**config.mk**
```make
export PLATFORM = sky130hd
export DESIGN_NAME = conv_loop_scheduler_flat
export DESIGN_NICKNAME = d
export VERILOG_FILES = /design/src/rtl/conv_loop_scheduler_if.sv /design/src/rtl/conv_loop_scheduler.sv /design/src/flat_wrapper.sv
export SDC_FILE = /design/constraint.sdc
export NUM_CORES = 1
export LEC_CHECK = 0
export CORE_UTILIZATION = 54
export CTS_CLUSTER_DIAMETER = 40
export DETAILED_ROUTE_END_ITERATION = 6
export PLACE_DENSITY_LB_ADDON = 0.08
export SLEW_MARGIN = 20
export SYNTH_ARGS = -nofsm -noshare
export SYNTH_HDL_FRONTEND = slang
export SYNTH_SLANG_ARGS = --single-unit
```
**constraint.sdc**
```tcl
create_clock -name clk -period 3.05 [get_ports clk]
set_input_delay 0.61 -clock clk [delete_from_list [all_inputs] [get_ports clk]]
set_output_delay 0.61 -clock clk [all_outputs]
set_load 0.01 [all_outputs]
```
**src/rtl/conv_loop_scheduler_if.sv**
```systemverilog
// rtl/conv_loop_scheduler_if.sv - handshake and index bundle between the loop scheduler and its host (optional flags: LOOP_ACC_FLAG_EN)
interface conv_loop_scheduler_if #(
  parameter int CNT_BIT = 32
);
  logic               start_in;
  logic               abort_in;
  logic               pass_done_in;
  logic               w_start_out;
  logic [CNT_BIT-1:0] O_CH_MAC_COL_count;
  logic [CNT_BIT-1:0] I_CH_MAC_ROW_count;
  logic [CNT_BIT-1:0] W_W_count;
  logic [CNT_BIT-1:0] W_H_count;
  logic               busy_out;
  logic               done_out;
`ifdef LOOP_ACC_FLAG_EN
  logic               acc_first_out;
  logic               acc_last_out;
`endif

  // host side: issues layer commands and pass completions
  modport master (
    output start_in, abort_in, pass_done_in,
    input  w_start_out, O_CH_MAC_COL_count, I_CH_MAC_ROW_count,
    input  W_W_count, W_H_count, busy_out, done_out
`ifdef LOOP_ACC_FLAG_EN
    , input acc_first_out, acc_last_out
`endif
  );

  // scheduler side
  modport slave (
    input  start_in, abort_in, pass_done_in,
    output w_start_out, O_CH_MAC_COL_count, I_CH_MAC_ROW_count,
    output W_W_count, W_H_count, busy_out, done_out
`ifdef LOOP_ACC_FLAG_EN
    , output acc_first_out, acc_last_out
`endif
  );
endinterface

```
**src/rtl/conv_loop_scheduler.sv**
```systemverilog
// rtl/conv_loop_scheduler.sv - convolution loop-nest sequencer: O_CH/I_CH/W_W/W_H odometer, one weight start per pass (optional psum flags: LOOP_ACC_FLAG_EN)
module conv_loop_scheduler #(
  parameter int MAC_ROW           = 16,
  parameter int MAC_COL           = 16,
  parameter int OFMAP_CHANNEL_NUM = 64,
  parameter int IFMAP_CHANNEL_NUM = 32,
  parameter int WEIGHT_WIDTH      = 3,
  parameter int WEIGHT_HEIGHT     = 3,
  parameter int CNT_BIT           = 32
) (
  input  logic                   clk,
  input  logic                   rstn,
  conv_loop_scheduler_if.slave   bus
);

  // last legal value of each index (limit - 1)
  localparam logic [CNT_BIT-1:0] NO_LAST = CNT_BIT'(OFMAP_CHANNEL_NUM / MAC_COL - 1);
  localparam logic [CNT_BIT-1:0] NI_LAST = CNT_BIT'(IFMAP_CHANNEL_NUM / MAC_ROW - 1);
  localparam logic [CNT_BIT-1:0] NW_LAST = CNT_BIT'(WEIGHT_WIDTH - 1);
  localparam logic [CNT_BIT-1:0] NH_LAST = CNT_BIT'(WEIGHT_HEIGHT - 1);
  localparam logic [CNT_BIT-1:0] ONE     = CNT_BIT'(1);
  localparam logic [CNT_BIT-1:0] ZERO    = '0;

  typedef enum logic [1:0] {
    IDLE  = 2'd0,
    ISSUE = 2'd1,
    WAIT  = 2'd2,
    DONE  = 2'd3
  } state_t;

  state_t             state_q, state_d;
  logic [CNT_BIT-1:0] o_ch_q, o_ch_d;
  logic [CNT_BIT-1:0] i_ch_q, i_ch_d;
  logic [CNT_BIT-1:0] w_w_q,  w_w_d;
  logic [CNT_BIT-1:0] w_h_q,  w_h_d;

  logic o_wrap, i_wrap, w_wrap, h_wrap, last_pass;

  // an index at its last value counts as wrapped; a limit of 1 is always wrapped
  always_comb begin
    o_wrap    = (o_ch_q == NO_LAST);
    i_wrap    = (i_ch_q == NI_LAST);
    w_wrap    = (w_w_q  == NW_LAST);
    h_wrap    = (w_h_q  == NH_LAST);
    last_pass = o_wrap && i_wrap && w_wrap && h_wrap;
  end

  // state and index registers
  always_ff @(posedge clk or negedge rstn) begin
    if (!rstn) begin
      state_q <= IDLE;
      o_ch_q  <= '0;
      i_ch_q  <= '0;
      w_w_q   <= '0;
      w_h_q   <= '0;
    end else begin
      state_q <= state_d;
      o_ch_q  <= o_ch_d;
      i_ch_q  <= i_ch_d;
      w_w_q   <= w_w_d;
      w_h_q   <= w_h_d;
    end
  end

  // next state and odometer; abort overrides every other input
  always_comb begin
    state_d = state_q;
    o_ch_d  = o_ch_q;
    i_ch_d  = i_ch_q;
    w_w_d   = w_w_q;
    w_h_d   = w_h_q;
    if (bus.abort_in) begin
      state_d = IDLE;
      o_ch_d  = ZERO;
      i_ch_d  = ZERO;
      w_w_d   = ZERO;
      w_h_d   = ZERO;
    end else begin
      unique case (state_q)
        IDLE: begin
          if (bus.start_in) state_d = ISSUE;
        end
        ISSUE: begin
          state_d = WAIT;
        end
        WAIT: begin
          if (bus.pass_done_in) begin
            if (last_pass) begin
              state_d = DONE;
            end else begin
              state_d = ISSUE;
              // O_CH innermost, then I_CH, W_W, W_H
              o_ch_d = o_wrap ? ZERO : o_ch_q + ONE;
              if (o_wrap) begin
                i_ch_d = i_wrap ? ZERO : i_ch_q + ONE;
                if (i_wrap) begin
                  w_w_d = w_wrap ? ZERO : w_w_q + ONE;
                  if (w_wrap) w_h_d = h_wrap ? ZERO : w_h_q + ONE;
                end
              end
            end
          end
        end
        DONE: begin
          state_d = IDLE;
          o_ch_d  = ZERO;
          i_ch_d  = ZERO;
          w_w_d   = ZERO;
          w_h_d   = ZERO;
        end
        default: state_d = IDLE;
      endcase
    end
  end

  // pulses are masked by abort so nothing is issued in the abort cycle
  always_comb begin
    bus.w_start_out = (state_q == ISSUE) && !bus.abort_in;
    bus.done_out    = (state_q == DONE)  && !bus.abort_in;
    bus.busy_out    = (state_q == ISSUE) || (state_q == WAIT);
    bus.O_CH_MAC_COL_count = o_ch_q;
    bus.I_CH_MAC_ROW_count = i_ch_q;
    bus.W_W_count          = w_w_q;
    bus.W_H_count          = w_h_q;
  end

`ifdef LOOP_ACC_FLAG_EN
  // psum overwrite on the first reduction step, final on the last one
  always_comb begin
    bus.acc_first_out = bus.busy_out && (i_ch_q == ZERO) && (w_w_q == ZERO) && (w_h_q == ZERO);
    bus.acc_last_out  = bus.busy_out && i_wrap && w_wrap && h_wrap;
  end
`endif

endmodule

```
**src/flat_wrapper.sv**
```systemverilog
// flat-port wrapper written by rule: the top's interface ports become plain ports
module conv_loop_scheduler_flat 
#(
  parameter int MAC_ROW           = 16,
  parameter int MAC_COL           = 16,
  parameter int OFMAP_CHANNEL_NUM = 64,
  parameter int IFMAP_CHANNEL_NUM = 32,
  parameter int WEIGHT_WIDTH      = 3,
  parameter int WEIGHT_HEIGHT     = 3,
  parameter int CNT_BIT           = 32
)
  (clk, rstn, bus_start_in, bus_abort_in, bus_pass_done_in, bus_w_start_out, bus_O_CH_MAC_COL_count, bus_I_CH_MAC_ROW_count, bus_W_W_count, bus_W_H_count, bus_busy_out, bus_done_out);
  conv_loop_scheduler_if #(.CNT_BIT(CNT_BIT)) bus_i ();
  input  logic clk;
  input  logic rstn;
  input wire logic [$bits(bus_i.start_in)-1:0] bus_start_in;
  input wire logic [$bits(bus_i.abort_in)-1:0] bus_abort_in;
  input wire logic [$bits(bus_i.pass_done_in)-1:0] bus_pass_done_in;
  output wire logic [$bits(bus_i.w_start_out)-1:0] bus_w_start_out;
  output wire logic [$bits(bus_i.O_CH_MAC_COL_count)-1:0] bus_O_CH_MAC_COL_count;
  output wire logic [$bits(bus_i.I_CH_MAC_ROW_count)-1:0] bus_I_CH_MAC_ROW_count;
  output wire logic [$bits(bus_i.W_W_count)-1:0] bus_W_W_count;
  output wire logic [$bits(bus_i.W_H_count)-1:0] bus_W_H_count;
  output wire logic [$bits(bus_i.busy_out)-1:0] bus_busy_out;
  output wire logic [$bits(bus_i.done_out)-1:0] bus_done_out;
  assign bus_i.start_in = bus_start_in;
  assign bus_i.abort_in = bus_abort_in;
  assign bus_i.pass_done_in = bus_pass_done_in;
  assign bus_w_start_out = bus_i.w_start_out;
  assign bus_O_CH_MAC_COL_count = bus_i.O_CH_MAC_COL_count;
  assign bus_I_CH_MAC_ROW_count = bus_i.I_CH_MAC_ROW_count;
  assign bus_W_W_count = bus_i.W_W_count;
  assign bus_W_H_count = bus_i.W_H_count;
  assign bus_busy_out = bus_i.busy_out;
  assign bus_done_out = bus_i.done_out;
  conv_loop_scheduler #(.MAC_ROW(MAC_ROW), .MAC_COL(MAC_COL), .OFMAP_CHANNEL_NUM(OFMAP_CHANNEL_NUM), .IFMAP_CHANNEL_NUM(IFMAP_CHANNEL_NUM), .WEIGHT_WIDTH(WEIGHT_WIDTH), .WEIGHT_HEIGHT(WEIGHT_HEIGHT), .CNT_BIT(CNT_BIT)) u_core (.clk(clk), .rstn(rstn), .bus(bus_i));
endmodule
```
==> impl_results.rst <==
.. list-table::
   :header-rows: 1

   * - Metric
     - Value
   * - Result of the run
     - finished clean
   * - Achievable frequency
     - 0.3413 GHz
   * - First drt pass iteration count
     - 6
   * - Worst Path Max Fanout
     - 19
   * - Leak pwr
     - 0.004307 µW
   * - Fraction of registers with async set or reset after synthesis
     - 1.000
   * - Skew-Pair Late Insertion Delay
     - 430 ps
   * - Worst path required time
     - 3360 ps
   * - Final GP Congestion
     - 0.9151
   * - Core area
     - 14040 µm²
   * - Final clock skew
     - 9.751 ps
   * - Cell at the slowest stage of the critical path
     - sky130_fd_sc_hd__or4_1
   * - Die area
     - 15000 µm²
   * - DRC Markers
     - 0
   * - Endpoint of the worst setup timing path
     - u_core.bus.W_H_count[9]
   * - P per Cell Area
     - 491.5 nW/µm²
   * - Mean cell area of the mapped netlist
     - 8.394 µm²
   * - Worst Setup Path Type
     - flop to flop
   * - Count of H-tree levels built during CTS
     - 4
   * - Logic depth of the worst register-to-register path
     - 7
   * - Flip-flop and latch count after synthesis
     - 130
   * - R2r startpoint
     - u_core.bus.O_CH_MAC_COL_count[5]
   * - Combined buffer and inverter count along the critical path
     - 1
   * - Largest buffer count on any clock path
     - 2
   * - Antenna viol nets, final
     - 0
   * - Global-route wire length before repair
     - 37970 µm
   * - Most area-hungry cell type in the Yosys netlist
     - sky130_fd_sc_hd__dfrtp_1
   * - Final period utilization
     - 0.9606
   * - Antenna cells
     - 0
   * - Synthesis-to-layout area growth
     - 34.57%
   * - Number of instances in the synthesized netlist
     - 934
   * - Unrepaired setup endpoints after global routing
     - false
   * - Average via count per standard cell
     - 6.399
   * - Combined global-route utilization of all metal layers
     - 0.3191
   * - Grt total ovfl
     - 0
   * - Largest stage delay on the critical path
     - 580 ps
   * - Worst relative slew slack
     - 0.5535
   * - Chip Width
     - 122.5 µm
   * - Final standard cell utilization of the core
     - 0.7513
   * - Series of cell instances along the critical path
     - nor4_1 > nand4_1 > or4_1 > o31a_1 > or3_1 > buf_4 > o31ai_1
   * - Half-perimeter wire length after placement
     - 15460 µm
   * - Setup crit start
     - u_core.bus.O_CH_MAC_COL_count[5]
   * - Warning count from the yosys run
     - 0
   * - Max Cap Violations
     - 0
   * - Post-synthesis cell area
     - 7840 µm²
   * - Clock root cell
     - sky130_fd_sc_hd__clkbuf_16
   * - Number of buffers inserted by hold repair at cts
     - 0
   * - Final critical delay including setup and external delays
     - 2930 ps
   * - Number of endpoints with negative hold slack in the final report
     - 0
   * - Share of layout cells above drive strength 1
     - 0.1207
   * - Pin slew with the least headroom to its limit
     - 663.7 ps
   * - Area share of the largest cell type after synthesis
     - 0.4149
   * - Initial antenna violation count
     - 0
   * - Post-CTS clock slew at the launch and capture registers of the worst setup and hold paths
     - 60 ps
   * - Routed length per instance
     - 18.05 µm
   * - GR Layer Usage met2
     - 0.5046
   * - Total design power
     - 5185 µW
   * - Count of endpoints failing setup in the final report
     - 0
   * - Via total after detailed routing
     - 8363
   * - Seq/Total Area, Yosys
     - 0.4149
   * - Worst voltage drop across the vdd grid
     - 0.0004246 V
   * - Synthesized netlist net count
     - 951
   * - I/O pin count
     - 136
   * - Unique cell type count in the Yosys netlist
     - 47
   * - Arrival time reported for the critical path endpoint
     - 3240 ps
   * - Leading cell types by total area after synthesis
     - sky130_fd_sc_hd__dfrtp_1 41%, sky130_fd_sc_hd__o21ai_0 8.9%, sky130_fd_sc_hd__o31ai_1 8.8%, sky130_fd_sc_hd__nand2_1 4.2%, sky130_fd_sc_hd__nand3_1 2.9%
   * - Primary flip-flop cell chosen by synthesis mapping
     - sky130_fd_sc_hd__dfrtp_1
   * - Iteration-0 DRC Markers
     - 864
   * - WP depth
     - 7
   * - Gr busiest metal
     - met2
   * - Fraction of met1 tracks used by global routing
     - 0.4480
   * - Wire length after detailed routing
     - 23590 µm
   * - Hold/Removal Path Class
     - primary input to async pin
   * - Number of buffers created by CTS
     - 17
   * - Vias in the first global route
     - 7514
   * - Nets@finish
     - 1131
   * - Met3 Resource Use GR
     - 0.05204
   * - Critical path capture point type
     - flop
   * - Starting Density
     - 0.5583
   * - R2r endpoint
     - u_core.bus.W_H_count[9]
   * - Worst R2R Setup Slack
     - 120 ps
   * - Fin Setup TNS
     - 0 ps
   * - Clock sink count
     - 130
   * - Crit path launch type
     - flop
   * - Count of flip-flops with a built-in enable after synthesis
     - 0
   * - PortBufs
     - 135
   * - Number of standard-cell rows in the floorplan
     - 43
   * - Chip Height
     - 122.5 µm
   * - Clock tree from TritonCTS
     - yes
   * - Gate family responsible for the most delay along the worst path
     - simple AND/OR/NAND/NOR gates
   * - Final Max Slew Viols
     - 0
   * - Maximum number of pins on one net before global-route repair
     - 57
## state kept, by name, indices dropped and copies added (netlist names)
name,count
u_core.bus.W_W_count,32
u_core.bus.O_CH_MAC_COL_count,32
u_core.bus.W_H_count,32
u_core.bus.I_CH_MAC_ROW_count,32
u_core.state_q,2
## logic make-up (layout without fill, tap and decap cells)
family	after synthesis	count (layout)	synth area share
simple gates	371	371	0.2463
compound gates	333	333	0.2672
flops	130	130	0.4149
buf+inv	77	270	0.03846
fa+ha+maj	12	12	0.01915
mux	11	11	0.01404
## final cells by class
cell class	instances	area, µm²
Clock buffer	20	466.7
Clock inverter	12	155.1
Fill cell	1047	3492
Inverter	17	63.81
Multi-Input combinational cell	727	4338
Sequential cell	130	3253
Tap cell	180	225.2
Timing Repair Buffer	221	2048
## stage by stage
step / hold slack, ps / worst slack (ps) / std cells / instance area (µm²)
2_1_floorplan: 314.4 / 199.5 / 934 / 7840
3_3_place_gp: 511.3 / 188.8 / 1272 / 9879
3_5_place_dp: 527.2 / 135.6 / 1272 / 9879
4_1_cts: 157.5 / 39.54 / 1304 / 10500
5_1_grt: 181.6 / 35.87 / 1307 / 10550
6_report: 132.1 / 120.1 / 1307 / 10550
## metal layers
metal | vias to the layer above | routed length, µm
met1 | 4049 | 10520
met5 | - | 0
li1 | 3939 | -
met4 | 0 | 364
met2 | 333 | 11310
met3 | 42 | 1391
## worst reg2reg max path: stages (launching register included)
cell and delay, ps:
sky130_fd_sc_hd__dfrtp_1 410, sky130_fd_sc_hd__nor4_1 390, sky130_fd_sc_hd__nand4_1 240, sky130_fd_sc_hd__or4_1 580
sky130_fd_sc_hd__o31a_1 270, sky130_fd_sc_hd__or3_1 370, sky130_fd_sc_hd__buf_4 220, sky130_fd_sc_hd__o31ai_1 340
## how the worst min path moves through the flow
stage / from / to / cells past startpoint
global route: rstn / u_core.bus.W_H_count[14] / 1
CTS: rstn / u_core.bus.W_H_count[13] / 1
floorplan: rstn / u_core.bus.I_CH_MAC_ROW_count[0] / 0
finish: rstn / u_core.bus.W_H_count[13] / 1
detailed placement: u_core.bus.I_CH_MAC_ROW_count[17] / u_core.bus.I_CH_MAC_ROW_count[17] / 1
global placement: u_core.bus.O_CH_MAC_COL_count[9] / u_core.bus.O_CH_MAC_COL_count[9] / 1
## power breakdown
part | leakage (µW) | switching [µW] | internal, µW
Sequential | 0.00181 | 94.1 | 1790
Clock | 0.000291 | 812 | 1350
Combinational | 0.00221 | 709 | 435
## placed cells by master, fill, tap and decap left out, drive strengths merged, types with 6 or more instances in the layout
| master | synthesis | routed |
|---|---|---|
| clkbuf | 53 | 20 |
| inv | 17 | 18 |
| nand2b | 8 | 8 |
| nor3 | 23 | 23 |
| and2 | 14 | 14 |
| and4 | 9 | 9 |
| nor2 | 57 | 57 |
| buf | 7 | 87 |
| nand4 | 32 | 32 |
| a31oi | 22 | 22 |
| dfrtp | 130 | 130 |
| o41ai | 18 | 18 |
| nor4 | 32 | 32 |
| ha | 12 | 12 |
| o31ai | 92 | 92 |
| nor2b | 8 | 8 |
| and3 | 32 | 32 |
| mux2i | 11 | 11 |
| a21oi | 36 | 36 |
| a41oi | 6 | 6 |
| nand2 | 88 | 88 |
| nand3 | 46 | 46 |
| o21ai | 141 | 141 |
| clkdlybuf4s50 | 0 | 134 |
## synth_stat cells, drive strengths merged (2+ instances only)
master / instances
a31oi: 22
ha: 12
a22o: 3
inv: 17
o31ai: 92
o211ai: 4
and2: 14
a211oi: 2
and4: 9
or4: 5
nor2b: 8
a21boi: 2
a41oi: 6
nor3b: 2
nor3: 23
dfrtp: 130
clkbuf: 53
a21o: 3
nor4: 32
nor2: 57
or3: 5
buf: 7
nand2b: 8
nand4: 32
nor4b: 4
nand2: 88
o21ai: 141
o41ai: 18
a21oi: 36
nand3: 46
and3: 32
nand3b: 3
mux2i: 11
## repair_timing
item | in CTS | in global routing
setup endpoints to repair | 0 | 6
buffers inserted | 0 | 3
resized for setup | 0 | 4
Power figures use the tool's default switching activity.
